===== config.mk =====
export PLATFORM = sky130hd
export DESIGN_NAME = instr_fetch
export DESIGN_NICKNAME = d
export VERILOG_FILES = /design/src/rtl/instr_fetch.sv
export SDC_FILE = /design/constraint.sdc
export NUM_CORES = 1
export LEC_CHECK = 0
export ABC_AREA = 1
export BUFFER_PORTS_ARGS = -buffer_cell sky130_fd_sc_hd__buf_2
export CELL_PAD_IN_SITES_DETAIL_PLACEMENT = 1
export CELL_PAD_IN_SITES_GLOBAL_PLACEMENT = 1
export CORE_UTILIZATION = 33
export DETAILED_ROUTE_END_ITERATION = 8
export HOLD_SLACK_MARGIN = 0.06
export MAX_ROUTING_LAYER = met4
export PLACE_DENSITY = 0.86
export SYNTH_ARGS = -nofsm -noshare
export SYNTH_HDL_FRONTEND = slang
export SYNTH_SLANG_ARGS = --single-unit

===== constraint.sdc =====
create_clock -name clk -period 2.5 [get_ports clk]
set_input_delay 0.25 -clock clk [delete_from_list [all_inputs] [get_ports clk]]
set_output_delay 0.25 -clock clk [all_outputs]
set_load 0.01 [all_outputs]

===== src/rtl/instr_fetch.sv =====
// Instruction fetch stage: owns the PC, reads one word at a time from
// instruction memory over a req/ack handshake and holds the fetched word
// for the decoder until it is accepted.
//
// Handshakes:
//   memory side  - mem_req stays high with a constant mem_addr until mem_ack
//                  is seen; one outstanding request at most, and mem_ack is
//                  ignored whenever no request is open.
//   decoder side - instr_valid/instruction stay stable until instr_ready is
//                  high on a clock edge while instr_valid is high; that edge
//                  transfers the word and advances the PC.
module instr_fetch #(
    parameter logic [31:0] RESET_PC    = 32'h0000_0000,
    parameter int          MEM_TIMEOUT = 255
) (
    input  logic        clk,
    input  logic        reset,
    output logic        mem_req,
    output logic [31:0] mem_addr,
    input  logic        mem_ack,
    input  logic [31:0] mem_rdata,
    output logic [31:0] instruction,
    output logic        instr_valid,
    input  logic        instr_ready,
    input  logic        is_jump,
    input  logic        is_branch,
    input  logic        branch_taken,
    input  logic [25:0] addr26,
    input  logic [15:0] imm16,
    output logic [31:0] pc,
    output logic [31:0] pc_plus4,
    output logic        fetch_err
);

    typedef enum logic [1:0] {
        S_RST  = 2'd0,
        S_REQ  = 2'd1,
        S_HOLD = 2'd2,
        S_ERR  = 2'd3
    } state_t;

    // The wait counter only ever needs to reach MEM_TIMEOUT-1.
    localparam int CW = (MEM_TIMEOUT > 2) ? $clog2(MEM_TIMEOUT) : 1;
    localparam logic [CW-1:0] WAIT_LAST  = CW'((MEM_TIMEOUT > 0) ? MEM_TIMEOUT - 1 : 0);
    localparam logic          TIMEOUT_ON = (MEM_TIMEOUT != 0);

    state_t        state;
    state_t        state_nx;
    logic [CW-1:0] wait_cnt;
    logic          timeout_hit;
    logic [31:0]   branch_off;
    logic [31:0]   next_pc;

    assign mem_addr = pc;

    // Timeout fires on the MEM_TIMEOUT-th request cycle that still has no ack.
    assign timeout_hit = TIMEOUT_ON && (state == S_REQ) && !mem_ack && (wait_cnt == WAIT_LAST);

    // Next-PC selection: jump beats taken branch beats sequential.
    always_comb begin
        pc_plus4   = pc + 32'd4;
        branch_off = {{14{imm16[15]}}, imm16, 2'b00};
        next_pc    = pc_plus4;
        if (is_jump) begin
            next_pc = {pc_plus4[31:28], addr26, 2'b00};
        end else if (is_branch && branch_taken) begin
            next_pc = pc_plus4 + branch_off;
        end
    end

    // State register.
    always_ff @(posedge clk or posedge reset) begin
        if (reset) begin
            state <= S_RST;
        end else begin
            state <= state_nx;
        end
    end

    // Next-state and request output; mem_req follows the state so reset drops it at once.
    always_comb begin
        state_nx = state;
        mem_req  = 1'b0;
        case (state)
            S_RST: begin
                state_nx = S_REQ;
            end
            S_REQ: begin
                mem_req = 1'b1;
                if (mem_ack) begin
                    state_nx = S_HOLD;
                end else if (timeout_hit) begin
                    state_nx = S_ERR;
                end
            end
            S_HOLD: begin
                if (instr_ready) begin
                    state_nx = S_REQ;
                end
            end
            S_ERR: begin
                state_nx = S_ERR;
            end
            default: begin
                state_nx = S_RST;
            end
        endcase
    end

    // Datapath registers: PC, held word, valid flag, wait counter and sticky error.
    always_ff @(posedge clk or posedge reset) begin
        if (reset) begin
            pc          <= RESET_PC;
            instruction <= 32'h0;
            instr_valid <= 1'b0;
            wait_cnt    <= '0;
            fetch_err   <= 1'b0;
        end else begin
            case (state)
                S_REQ: begin
                    if (mem_ack) begin
                        instruction <= mem_rdata;
                        instr_valid <= 1'b1;
                        wait_cnt    <= '0;
                    end else if (timeout_hit) begin
                        fetch_err <= 1'b1;
                        wait_cnt  <= '0;
                    end else begin
                        wait_cnt <= wait_cnt + CW'(1);
                    end
                end
                S_HOLD: begin
                    if (instr_ready) begin
                        instr_valid <= 1'b0;
                        pc          <= next_pc;
                    end
                end
                default: begin
                end
            endcase
        end
    end

endmodule

Word level (Yosys, flattened, before mapping)
Index checks and enable logic that the tools add are counted.
{"block": "totals", "ff_bits": 76, "latch_bits": 0, "ram_bits": 0, "rom_bits": 0, "input_bits": 81, "elab_cells": 40, "n_memories": 0}
{"block": "classes", "addsub": 3, "n_mul": 0, "n_div": 0, "magnitude_cmp": 0, "n_eq_ne": 7, "shift": 0, "muxes": 12, "bitwise_logic": 1, "n_reduce_logical": 11}
{"operator": "32-bit two-way mux", "n": 2}
{"operator": "32-bit by 3-bit adder with 32-bit output, second input constant", "n": 1}
{"operator": "32-bit adder", "n": 1}
{"operator": "8-bit two-way mux", "n": 2}
{"operator": "8-bit by 1-bit adder with 8-bit output, second input constant", "n": 1}
{"operator": "8-bit == test, second input constant", "n": 1}
{"operator": "2-bit case mux with 4 select lines", "n": 1}
{"operator": "2-bit two-way mux", "n": 3}
{"operator": "2-bit AND reduction", "n": 3}
{"operator": "3-bit AND reduction", "n": 2}
{"operator": "2-bit == test, second input constant", "n": 2}
{"operator": "2-bit != test, second input constant", "n": 2}
{"operator": "1-bit logical AND", "n": 3}
{"operator": "1-bit two-way mux", "n": 3}
{"operator": "3-bit != test, second input constant", "n": 1}
{"operator": "2-bit by 1-bit == test with 1-bit output, second input constant", "n": 1}
{"operator": "2-bit zero test", "n": 1}
{"operator": "1-bit case mux with 2 select lines", "n": 1}
{"operator": "2-bit nonzero test", "n": 1}
{"operator": "1-bit zero test", "n": 1}
{"operator": "1-bit inverter", "n": 1}

Longest topological paths before layout
{"block": "logic_depth", "word_depth": 6, "mapped_depth": 25}

Worst setup path before layout
No wires, ideal clock.
{"block": "synth_path", "kind": "register -> register", "from": "register pc[3], in the netlist mem_addr[3]", "to": "register pc[27], in the netlist mem_addr[27]", "setup_time_ns": 0.116, "t_arrival_ns": 2.753, "t_required_ns": 2.384, "slack_ns": -0.370, "stages_incl_launch_ff": 22, "cell_sequence": "dfrtp_1 ha_1 inv_2 nor2_2 nand2_2 nor2_4 nand3_2 inv_1 nand2_1 and2_1 ha_1 nand2_1 nor2_1 inv_1 nor3_1 nand2_1 nand2_1 nand2_1 nand3_1 nand2_1 nand2_1 nand2_1"}
{"block": "synth_between", "elab_chain_cells": 4}
{"element": "from (decl)", "line": "30", "source": "output logic [31:0] pc,"}
{"element": "from (signal assigned)", "line": "135", "source": "pc <= next_pc;"}
{"element": "32-bit by 3-bit adder with 32-bit output", "line": "61", "source": "pc_plus4 = pc + 32'd4;"}
{"element": "via pc_plus4[22]", "line": "31", "source": "output logic [31:0] pc_plus4,"}
{"element": "32-bit adder", "line": "67", "source": "next_pc = pc_plus4 + branch_off;"}
{"element": "32-bit two-way mux", "line": "66", "source": "end else if (is_branch && branch_taken) begin"}
{"element": "32-bit two-way mux", "line": "64", "source": "if (is_jump) begin"}
The timed path passes the listed nets, and every way through them passes these cells.
A chain may end at the register's enable or synchronous reset.

Final worst setup path
{"block": "layout_path", "from": "register pc[3], in the netlist mem_addr[3]", "to": "register pc[25], in the netlist mem_addr[25]"}
{"block": "layout_between", "elab_chain_cells": 4}
{"element": "32-bit by 3-bit adder with 32-bit output (*)", "line": "61"}
{"element": "32-bit adder", "line": "67"}
{"element": "32-bit two-way mux (*)", "line": "66"}
{"element": "32-bit two-way mux (*)", "line": "64"}
Mark *: on every way between the ends. The rest lies on a longest branch, timed or not.

==> results.toml <==
[placement]
io_buffers = 205
dpl.hpwl_um = 25500
post_dp_cell_area_um2 = 9670
place_congestion = 0.967
preCtsSetupSlack_ps = -598

[timing]
setup_slack_ps = -1040
tightest_slew_ps = 615
finalSetupViolations = 36
timing_hold_violations_final = 0
timing.fmax_mhz = 282
whs_ps = 132
rsz0062_at_grt = "yes"
fin_crit_ps = 3540
fin_crit_sh_pct = 142
slew_headroom_pct = 58.8
finClkSkew_ps = 14.8
drv_slew = 0

[synth]
async_reset_ff_share_pct = 100
synth_top_cells_by_area = "dfrtp_1 26%, nand2_1 21%, inv_1 9.1%"
synth_cells = 1123
synth.most_common_cell = "nand2_1"
ys.flop_type = "dfrtp_1"
synth_common_cells = "398 x nand2_1, 173 x inv_1, 107 x nor2_1"
synth_area_per_cell_um2 = 6.32
yosysTopAreaCellShare_pct = 26.1
synth.cell_area_um2 = 7100
synth_warnings = 0
yosysTopAreaCell = "dfrtp_1"
ys_ff_latch = 74
synth-edff-count = 0
synth_seq_area_share_pct = 26.1
synth_cell_type_count = 49

[floorplanning]
io_pins = 212
die_h_um = 149
die_x_um = 149
design.core.area_um2 = 21100
start_util_pct = 33.7
rows = 53
dieArea_um2 = 22100

[job]
drv_cap = 0

[clocking]
clockBufferDepth = 2
cts_tree = "yes"
cts_max_level = 3
clk_latency_ps = 360
clk_pin_slew_ps = 70
clock_sinks = 74
numCtsBuffers = 9
root_buffer = "clkbuf_16"

[outcome]
failed_checks = "negative setup slack"
outcome = "finished, violations left"

[worst_setup_path]
cp.required_ps = 2720
worst-path-stages = 19
start_kind = "flip-flop"
crit_top_cell = "nand2_1"
r2r.worst_path.cells = 19
path_max_fanout = 5
crit_family = "simple AND/OR/NAND/NOR gates"
critPathBufInv = 3
cp_slowest_cell = "dfrtp_2"
cp.arrival_ps = 3770
max_stage_delay_ps = 430
crit_type = "reg -> reg"
cp_cell_sequence = "ha_4 -> inv_4 -> nor2_4 -> nand2_2 -> nor2_4 -> buf_4 -> nand2_2 -> xnor2_4 -> ha_4 -> nand2_1 -> nand2_2 -> nand2_1 -> nand2_1 -> buf_4 -> a21oi_4 -> nand4_1 -> nand3_1 -> nand2_1 -> a21boi_2"
end_kind = "flip-flop"

[finish]
fin_area_um2 = 12500
regArea_um2 = 1870
multi_input_area_um2 = 6190
final_util_pct = 59.1
drive_above_1_share_pct = 58.3
areaGrowthSynthToFinish_pct = 75.5
nets = 1648
n_fill_cell = 2631
n_antenna_cell = 0

[route]
route.vias.total = 10500
drc = 0
drt-initial-drc-count = 826
ant_nets = 0
routed_wl_um = 47900
avgRoutedWirePerCell_um = 26.5
vias_per_cell = 5.82
first_pass_iters = 5

[hold_path]
hp-class = "in -> reg"
min_path_cells = 2

[global_route]
grt_max_degree = 48
gr-total-overflow = 0
grt_pass1_wl_um = 58400
track_usage_pct = 36.2
antenna_found_initial = 0
grt_pass1_vias = 10400

[power]
p_per_area_nw_per_um2 = 416
power_w = 0.00518
leakage_nw = 6.72
ir_drop_v = 0.000491
cell type report:
type / count / share of cell area (%)
Clock buffer: 11 / 2.03
Clock inverter: 5 / 0.683
Inverter: 175 / 5.35
Multi-Input combinational cell: 823 / 49.7
Sequential cell: 74 / 15.0
Tap cell: 275 / 2.76
Timing Repair Buffer: 445 / 24.5
path summary, 6_finish.rpt:
kind | startpoint | endpoint | slack, ps
min reg2reg | fetch_err | fetch_err | 480
max in group asynchronous | reset | mem_addr[3] | 1300
max | mem_addr[3] | mem_addr[25] | -1040
min in group asynchronous | reset | instruction[25] | 390
min | mem_rdata[6] | instruction[6] | 130
max reg2reg | mem_addr[3] | mem_addr[25] | -1040
cell usage in the layout, fill, tap and decap left out, types with 30 or more instances in the layout:
| cell | instances |
|---|---|
| nor2_4 | 32 |
| inv_1 | 121 |
| mux2_2 | 32 |
| nand2_2 | 102 |
| nand3_1 | 47 |
| nand2_1 | 252 |
| nor2_1 | 62 |
| inv_2 | 50 |
| buf_4 | 198 |
| buf_6 | 38 |
| buf_2 | 202 |
| dfrtp_1 | 57 |
| ha_4 | 30 |
| nand2_4 | 44 |
cell families (layout without fill, tap and decap cells):
family,count (synthesis),after routing,share of synthesized area [%]
flip-flops,74,74,26.1
AND/OR/NAND/NOR,646,646,38.3
AO/OA/AOI/OAI,78,78,6.15
XOR/XNOR,22,22,2.93
adder cells (fa/ha/maj),39,39,6.98
multiplexers,32,32,5.08
buffers and inverters,231,636,14.5
other,1,6,0.0528
report_power, final:
group          internal [W]  leakage, nW  switching [W]
combinational      0.000962         5.63        0.00141
sequential          0.00123        0.927      0.0000494
clock              0.000936        0.162       0.000585
sequential cells by signal, summed over array words and instances, names as in the netlist:
register     count
mem_addr        30
wait_cnt         8
instr_valid      1
instruction     32
state            2
fetch_err        1
metal layers:
| metal | wire length (um) | GRT usage [%] | part of all wire (%) |
|---|---|---|---|
| met1 | 17200 | 38.8 | 36 |
| met2 | 22700 | 62.6 | 47 |
| met3 | 4190 | 5.92 | 8.7 |
| met4 | 3770 | 21.8 | 7.9 |
| met5 | 0 | - | 0 |
what timing repair did:
action,4_1_cts,5_1_grt
endpoints found under the setup margin,26,38
gates resized for setup,273,223
pin swaps,106,127
buffers inserted,34,36
hold endpoints to repair,11,0
hold buffers,1,0
through the flow:
step	setup TNS, ps	std cells
finish	-17040	1808
global route	-18570	1808
CTS	-4270	1776
detailed placement	-9740	1726
global placement	-7180	1726
floorplan	-222	1128
Power figures use the tool's default switching activity.
